<file path="src/rtl/msort_pkg.sv">
// Shared types and default sizes for the sorter receive path (m_sort_drain, m_vec_fifo).
`default_nettype none

package msort_pkg;
    localparam int N_DEF     = 4;
    localparam int M_DEF     = 4;
    localparam int LAT_DEF   = 2 * M_DEF - 1;
    localparam int DEPTH_DEF = 4;
    localparam int IDX_W     = (M_DEF > 1) ? $clog2(M_DEF) : 1;
    localparam int CNT_W     = $clog2(DEPTH_DEF) + 1;

    typedef logic [N_DEF-1:0] elem_t;
    typedef elem_t [M_DEF-1:0] vec_t;

    typedef enum logic [0:0] {
        IDLE = 1'b0,
        SEND = 1'b1
    } state_t;
endpackage

`default_nettype wire

</file>
<file path="src/rtl/m_vec_fifo.sv">
// DEPTH x W synchronous vector FIFO; a push while full is accepted only if a pop frees the head slot.
`default_nettype none

module m_vec_fifo
    import msort_pkg::*;
#(
    parameter int W     = N_DEF * M_DEF,
    parameter int DEPTH = DEPTH_DEF
) (
    input  logic                     clk,
    input  logic                     rst,
    input  logic                     push,
    input  logic                     pop,
    input  logic [W-1:0]             din,
    output logic                     full,
    output logic                     empty,
    output logic [$clog2(DEPTH):0]   count,
    output logic [W-1:0]             head
);
    localparam int AW = $clog2(DEPTH);
    localparam int CW = AW + 1;

    logic [W-1:0]  mem [DEPTH];
    logic [AW-1:0] wr_ptr;
    logic [AW-1:0] rd_ptr;
    logic          do_push;
    logic          do_pop;

    assign full    = (count == CW'(DEPTH));
    assign empty   = (count == '0);
    assign do_pop  = pop & ~empty;
    assign do_push = push & (~full | do_pop);
    assign head    = mem[rd_ptr];

    always_ff @(posedge clk) begin
        if (rst) begin
            wr_ptr <= '0;
            rd_ptr <= '0;
            count  <= '0;
        end else begin
            if (do_push) wr_ptr <= wr_ptr + AW'(1);
            if (do_pop)  rd_ptr <= rd_ptr + AW'(1);
            unique case ({do_push, do_pop})
                2'b10:   count <= count + CW'(1);
                2'b01:   count <= count - CW'(1);
                default: count <= count;
            endcase
        end
    end

    // When full, wr_ptr equals rd_ptr, so a push-with-pop overwrites the slot being retired.
    always_ff @(posedge clk) begin
        if (do_push) mem[wr_ptr] <= din;
    end
endmodule

`default_nettype wire

</file>
<file path="src/rtl/m_sort_drain.sv">
// Sorter receive end: latency-matched valid chain, vector FIFO and element serializer.
// Optional MSORTDRAIN_ORDER_CHECK_EN builds the non-increasing order checker behind OrderErr.
`default_nettype none

module m_sort_drain
    import msort_pkg::*;
#(
    parameter int N     = N_DEF,
    parameter int M     = M_DEF,
    parameter int LAT   = 2 * M - 1,
    parameter int DEPTH = DEPTH_DEF
) (
    input  logic                    Clk,
    input  logic                    Reset,
    input  logic                    InValid,
    input  logic [M-1:0][N-1:0]     Y,
    output logic [N-1:0]            OutData,
    output logic [$clog2(M)-1:0]    OutIdx,
    output logic                    OutValid,
    input  logic                    OutReady,
    output logic                    OutLast,
    output logic [$clog2(DEPTH):0]  Count,
    output logic                    Overflow,
    output logic                    OrderErr
);
    localparam int IW = $clog2(M);

    logic [LAT-1:0]         vchain;
    logic                   cap;
    logic                   full;
    logic                   empty;
    logic                   push_ok;
    logic                   hs;
    logic                   last_hs;
    logic                   more;
    logic [M-1:0][N-1:0]    head_v;
    logic [IW-1:0]          idx;
    logic [IW-1:0]          idx_nx;
    state_t                 state;
    state_t                 state_nx;
    logic                   overflow_r;

    if (LAT == 1) begin : g_chain_1
        always_ff @(posedge Clk) begin
            if (Reset) vchain <= '0;
            else       vchain <= InValid;
        end
    end else begin : g_chain_n
        always_ff @(posedge Clk) begin
            if (Reset) vchain <= '0;
            else       vchain <= {vchain[LAT-2:0], InValid};
        end
    end

    assign cap     = vchain[LAT-1];
    assign hs      = (state == SEND) & OutReady;
    assign last_hs = hs & (idx == IW'(M - 1));
    assign push_ok = cap & (~full | last_hs);
    // After retiring the head, another vector remains if one was queued behind it or arrives now.
    assign more    = (Count != ($clog2(DEPTH)+1)'(1)) | push_ok;

    m_vec_fifo #(
        .W     (N * M),
        .DEPTH (DEPTH)
    ) u_fifo (
        .clk   (Clk),
        .rst   (Reset),
        .push  (cap),
        .pop   (last_hs),
        .din   (Y),
        .full  (full),
        .empty (empty),
        .count (Count),
        .head  (head_v)
    );

    always_ff @(posedge Clk) begin
        if (Reset) begin
            state <= IDLE;
            idx   <= '0;
        end else begin
            state <= state_nx;
            idx   <= idx_nx;
        end
    end

    always_comb begin
        state_nx = state;
        idx_nx   = idx;
        unique case (state)
            IDLE: begin
                if (!empty) state_nx = SEND;
            end
            SEND: begin
                if (last_hs) begin
                    idx_nx   = '0;
                    state_nx = more ? SEND : IDLE;
                end else if (hs) begin
                    idx_nx = idx + IW'(1);
                end
            end
            default: state_nx = IDLE;
        endcase
    end

    assign OutValid = (state == SEND);
    assign OutIdx   = idx;
    assign OutLast  = (state == SEND) && (idx == IW'(M - 1));
    assign OutData  = OutValid ? head_v[idx] : '0;

    always_ff @(posedge Clk) begin
        if (Reset)                   overflow_r <= 1'b0;
        else if (cap & full & ~last_hs) overflow_r <= 1'b1;
    end
    assign Overflow = overflow_r;

`ifdef MSORTDRAIN_ORDER_CHECK_EN
    logic [M-2:0] viol;
    logic         order_err_r;

    for (genvar i = 0; i < M - 1; i++) begin : g_cmp
        assign viol[i] = (Y[i] < Y[i+1]);
    end

    always_ff @(posedge Clk) begin
        if (Reset)                 order_err_r <= 1'b0;
        else if (push_ok && |viol) order_err_r <= 1'b1;
    end
    assign OrderErr = order_err_r;
`else
    assign OrderErr = 1'b0;
`endif
endmodule

`default_nettype wire

</file>
<file path="config.mk">
export PLATFORM = sky130hd
export DESIGN_NAME = m_sort_drain
export DESIGN_NICKNAME = d
export VERILOG_FILES = /design/src/rtl/msort_pkg.sv /design/src/rtl/m_vec_fifo.sv /design/src/rtl/m_sort_drain.sv
export SDC_FILE = /design/constraint.sdc
export NUM_CORES = 1
export LEC_CHECK = 0
export ABC_CLOCK_PERIOD_IN_PS = 2600
export CORE_ASPECT_RATIO = 1.5
export CORE_MARGIN = 3
export CORE_UTILIZATION = 26
export CTS_CLUSTER_DIAMETER = 200
export DETAILED_ROUTE_END_ITERATION = 7
export SETUP_SLACK_MARGIN = 0.2
export SLEW_MARGIN = 20
export SYNTH_ARGS = -nofsm -noshare
export SYNTH_HDL_FRONTEND = slang
export SYNTH_SLANG_ARGS = --single-unit
</file>
<file path="constraint.sdc">
create_clock -name Clk -period 2.6 [get_ports Clk]
set_input_delay 0.52 -clock Clk [delete_from_list [all_inputs] [get_ports Clk]]
set_output_delay 0.52 -clock Clk [all_outputs]
set_load 0.01 [all_outputs]
</file>
==> Word level (Yosys, flattened, before mapping) <==
Memory sizes are Yosys's and may differ from the RTL's. A register that Yosys moved wholly into a read port is not among the register bits.
Cells that the tools add are included.
{ "word_totals": {"output_inout_bits": 13, "memories": 1, "register_bits": 18, "mem_bits_rw": 64, "latch_bits": 0, "romBits": 0, "in_bits": 20} }
{ "op_classes": {"reduce_logical": 5, "n_eq_ne": 5, "bitwise_logic": 14, "n_mux": 14, "div": 0, "shift": 0, "order_cmp": 1, "n_mul": 0, "n_addsub": 5} }
{ "mem_list": {"columns": ["memory", "words", "word_bits", "read_ports", "rd_clocked_by_memory_dff", "wr", "line", "source"], "rows": [
  ["u_fifo.mem", 4, 16, 1, 1, 1, "m_vec_fifo.sv:23", "logic [W-1:0] mem [DEPTH];"]
]} }
{ "op_table": {"columns": ["cell", "count"], "rows": [
  ["$bmux W4 S2", 1],
  ["$mux W2", 4],
  ["$mux W4", 2],
  ["$and A1 B1 Y1", 7],
  ["$add A2 B1 Y2 const B", 3],
  ["$pmux W3 S2", 1],
  ["$mux W1", 5],
  ["$eq A2 B2 Y1 const B", 2],
  ["$not A1 Y1", 4],
  ["$reduce_bool A2 Y1", 2],
  ["$add A3 B1 Y3 const B", 1],
  ["$eq A3 B3 Y1 const B", 1],
  ["$logic_not A3 Y1", 1],
  ["$lt A2 B3 Y1 const B", 1],
  ["$ne A3 B1 Y1 const B", 1],
  ["$or A1 B1 Y1", 3],
  ["$sub A3 B1 Y3 const B", 1],
  ["$eq A2 B1 Y1 const B", 1],
  ["$pmux W1 S2", 1],
  ["$reduce_and A2 Y1", 1],
  ["$logic_and A1 B1 Y1", 1]
]} }

==> Depth between registers and ports, before layout <==
{ "depth": {"word_depth": 8, "mapped_depth": 10, "ltp_nobuf": 10} }

==> Modules after synthesis <==
From an unflattened synthesis, not the netlist that was laid out.
{ "hier_totals": {"cells_unflattened": 189, "area_unflattened_um2": 3373.2} }
{ "modules_own_cells": {"columns": ["mod", "cells_each", "area_per_inst_um2", "seq_area_each_um2", "instances"], "rows": [
  ["m_vec_fifo", 138, 2837.7, 2102.0, 1],
  ["m_sort_drain", 51, 535.5, 220.2, 1]
]} }

==> Worst setup path after synthesis <==
Ideal clock, no wire load.
{ "synth_timing": {"path_kind": "register -> register", "from": "reg idx[1], in the netlist OutIdx[1]", "to": "reg u_fifo.count[2]", "required_time_ns": 2.529, "t_arrival_ns": 1.891, "path_stages_with_launch": 9, "setup_time_ns": 0.071, "setup_slack_ns": 0.638, "cell_sequence": "dfxtp_1 > ha_1 > and3_1 > nor2_1 > nor2b_2 > inv_2 > ha_1 > or3_1 > a21oi_1"} }
{ "synth_between": {"elab_chain_len": 7, "word_cells_on_any_way": 9, "cone_classes": "eq/ne (3); mux (1); bitwise (4); reduce/logical (1)"} }
{ "synth_lines": {"columns": ["element", "line", "source"], "rows": [
  ["start: declaration", "m_sort_drain.sv:37", "logic [IW-1:0] idx;"],
  ["start signal: assignment", "m_sort_drain.sv:83", "idx <= idx_nx;"],
  ["$eq A2 B2 Y1 (*)", "m_sort_drain.sv:57", "assign last_hs = hs & (idx == IW'(M - 1));"],
  ["$and A1 B1 Y1 (*)", "m_sort_drain.sv:57", null],
  ["$and A1 B1 Y1 (*)", "m_vec_fifo.sv:31", "assign do_pop = pop & ~empty;"],
  ["$or A1 B1 Y1", "m_vec_fifo.sv:32", "assign do_push = push & (~full | do_pop);"],
  ["$and A1 B1 Y1", "m_vec_fifo.sv:32", null],
  ["$eq A2 B1 Y1 or $eq A2 B2 Y1 (tied branches)", "m_vec_fifo.sv:43", "unique case ({do_push, do_pop})"],
  ["$pmux W3 S2 or $reduce_bool A2 Y1 (tied branches)", null, null],
  ["end signal: assignment", "m_vec_fifo.sv:44", "2'b10: count <= count + CW'(1);"],
  ["end signal: assignment", "m_vec_fifo.sv:45", "2'b01: count <= count - CW'(1);"],
  ["end signal: assignment", "m_vec_fifo.sv:46", "default: count <= count;"],
  ["end: declaration", "m_vec_fifo.sv:17", "output logic [$clog2(DEPTH):0] count,"]
]} }
Every way passes the cells marked *; elsewhere a longest branch is shown, timed or not.
A chain may end at the register's enable or synchronous reset.

==> metrics.md <==
| Metric | Value |
|---|---|
| Outcome | finished clean |
| Kind of critical path | reg2out |
| Critical path endpoint category | output pin |
| Routed vias/inst | 4.37 |
| RSZ-0062 raised after global routing | true |
| I/O Pins | 33 |
| Power share of the clock group | 0.470 |
| CTS tree | yes |
| WP data arrival | 1830 ps |
| Clock transition at the registers of the reported paths | 60 ps |
| Worst Hold Class | reg2reg |
| First-pass GRT wire length | 9.92 mm |
| Synth unique cells | 33 |
| Dpl hpwl | 4.32 mm |
| Vias post-DR | 1,799 |
| Final-stage net count | 281 |
| Initial antenna violation count | 0 |
| FILL cells | 1,210 |
| Total net switching power | 0.000512 W |
| DRT iter0 DRCs | 76 |
| Max-slew violations | 0 |
| Final hold viol count | 0 |
| Max-Cap Viols | 0 |
| Worst-path cell with the longest stage delay | mux4_2 |
| Gpl congestion | 0.737 |
| Total global-route track usage | 0.0912 |
| Leak | 1.46 nW |
| Fin crit period | 2350 ps |
| Sequential Power Share | 0.511 |
| Mean Syn Cell Area | 16.4 um2 |
| Register area share after synthesis | 0.693 |
| Sw Share | 0.181 |
| Total clock sinks | 84 |
| PD cells | 657 nW/um2 |
| Setup TNS Final | 0 ps |
| Largest fanout on the critical path | 6 |
| Worst stage delay on the critical path | 480 ps |
| Fin Hold WS | 435 ps |
| Yosys warnings | 0 |
| Post-synthesis cell count | 205 |
| Largest delay share family, worst path | multiplexers |
| Largest net degree at the start of global routing | 20 |
| Synth area leaders | edfxtp_1 57%, dfxtp_1 12%, mux2i_1 5.7% |
| Drt pass-1 iters | 4 |
| P&R area growth vs syn | 28.3% |
| Post-route clock skew | 6.62 ps |
| VDD IR max | 0.337 mV |
| Area of the multi-input gates | 941 um2 |
| H-tree lvl count | 3 |
| TritonCTS buffer count | 9 |
| Chip height | 145 um |
| Die X | 98.7 um |
| DRC Markers | 0 |
| Yosys top cell area share | 0.573 |
| Die area | 14,300 um2 |
| Ratio of cells with drive above 1 in the final layout | 0.164 |
| Vias in the first global route | 1,919 |
| Startpoint types | flop |
| Clk_lat worst skew | 330 ps |
| Synth Net Count | 235 |
| Internal power | 0.00231 W |
| Setup violations, final | 0 |
| Core ar. | 12,600 um2 |
| Synth Register Bits | 84 |
| FMAX | 425 MHz |
| Worst slew margin | 0.587 |
| Reg area | 2330 um2 |
| Initial Util | 0.267 |
| Gr ovfl total | 0 |
| CP cell instances | buf_12, buf_4, mux4_2, mux2i_1, o21ai_1, buf_2 |
| Largest area contributor in the netlist | edfxtp_1 |
| Root buf cell | clkbuf_16 |
| Routed length per placed instance | 15.3 um |
| WP buf/inv | 3 |
| Worst-Margin Slew | 617 ps |
| Overall routed net length | 6.30 mm |
| Gate power share | 0.019 |
| Ant diodes | 0 |
| DRT antenna net count | 0 |
| Clk buf depth | 2 |
| # rows | 50 |
| PortBufs | 31 |
| Cell area after synthesis | 3350 um2 |
| Final cycle utilization of the critical path | 0.906 |
| Required time worst endpoint | 2080 ps |
## final cells by class
cell class	instances	share of cell area
Sequential cell	84	0.541
Clock inverter	6	0.0201
Clock buffer	10	0.0532
Timing Repair Buffer	43	0.116
Inverter	6	0.00524
Tap cell	156	0.0454
Multi-Input combinational cell	107	0.219
## registers in the layout (all words and copies together) (netlist names), named ones only
| signal | cells |
|---|---|
| u_fifo.rd_ptr | 2 |
| Overflow | 1 |
| OutIdx | 2 |
| u_fifo.wr_ptr | 2 |
| vchain | 7 |
| u_fifo.count | 3 |
| OutValid | 1 |
| u_fifo.mem | 64 |
## layer usage
layer  up-vias  global-route usage  part of all wire
met5         -                   0                 0
met3         7              0.0332             0.052
met2        35               0.156              0.51
met1       900               0.104              0.42
met4         0              0.0328             0.014
li1        857                   -                 -
## synth_stat cells
| cell type | instances |
|---|---|
| xnor2_1 | 2 |
| a22oi_1 | 2 |
| buf_2 | 2 |
| nand2b_1 | 2 |
| nor2_1 | 14 |
| ha_1 | 10 |
| and2_1 | 6 |
| nor2b_1 | 9 |
| a311oi_1 | 1 |
| or3_1 | 1 |
| nor2b_2 | 1 |
| a31oi_1 | 2 |
| clkbuf_1 | 2 |
| nand2_1 | 6 |
| dfxtp_1 | 20 |
| nand3_1 | 4 |
| inv_2 | 1 |
| edfxtp_1 | 64 |
| a21oi_1 | 3 |
| inv_1 | 5 |
| buf_6 | 2 |
| o21ai_0 | 5 |
| o21ai_1 | 2 |
| mux4_1 | 5 |
| conb_1 | 1 |
| and3_1 | 1 |
| a221oi_1 | 2 |
| mux4_2 | 5 |
| buf_4 | 1 |
| buf_12 | 1 |
| a211oi_1 | 1 |
| xor2_1 | 3 |
| mux2i_1 | 19 |
## worst paths after layout
check,start,depth (start not counted),slack [ps],end
worst min-delay path,vchain[0],1,440,vchain[1]
worst max-delay path,flop,6,250,OutData[1]
worst min register to register,vchain[0],1,440,vchain[1]
worst max register to register,OutIdx[0],10,370,u_fifo.count[2]
## cells by family (layout without fill, tap and decap cells)
kind of cell	Yosys count	count (layout)	share of synthesized area
flops	84	84	0.693
buf+inv	14	65	0.0269
compound gates	18	18	0.0332
other cells	1	1	0.00112
simple gates	44	44	0.0664
xor+xnor	5	5	0.0131
mux	29	29	0.129
fa+ha+maj	10	10	0.0373
## cells in the final DEF (no fill, tap or decap), drive strengths merged, types with 3 or more instances in the layout
cell type	count
xor2	3
edfxtp	64
ha	10
a21oi	3
clkbuf	10
o21ai	7
nand3	4
mux4	10
inv	7
mux2i	19
nor2	14
and2	6
buf	15
dfxtp	20
nand2	6
nor2b	10
clkdlybuf4s50	27
## power groups by stage
stage                     sequential [W]  clock [W]  combinational (W)
final                            0.00144    0.00133          0.0000527
after global placement           0.00147          0          0.0000525
after global routing             0.00144    0.00142          0.0000581
after detailed placement         0.00147          0          0.0000537
after floorplan                  0.00147          0          0.0000115
after CTS                        0.00144    0.00136          0.0000539
## per-stage QoR
step,total power (W),std cells,area [um2],utilization,setup WS [ps]
after floorplan,0.00149,205,3350,-,638
after global placement,0.00153,392,3930,0.312,155
after detailed placement,0.00153,392,3930,0.312,117
after CTS,0.00286,411,4310,0.343,167
after global routing,0.00292,412,4300,0.342,159
final,0.00283,412,4300,0.342,245
## worst register-to-register path: cells and delay by family, from the launching register on
family | cells | cell delay (ps)
simple gates | 4 | 800
fa+ha+maj | 2 | 410
flops | 1 | 410
buf+inv | 2 | 250
compound gates | 1 | 150
mux | 1 | 140
## repair_timing
item / 4_1_cts / 5_1_grt
pin swaps: 0 / 4
endpoints found under the setup margin: 4 / 6
resized for setup: 21 / 4
gates cloned: 2 / 0
hold buffers: 0 / 0
buffers inserted: 1 / 1
Note: power is estimated with default switching activity, not from simulation.
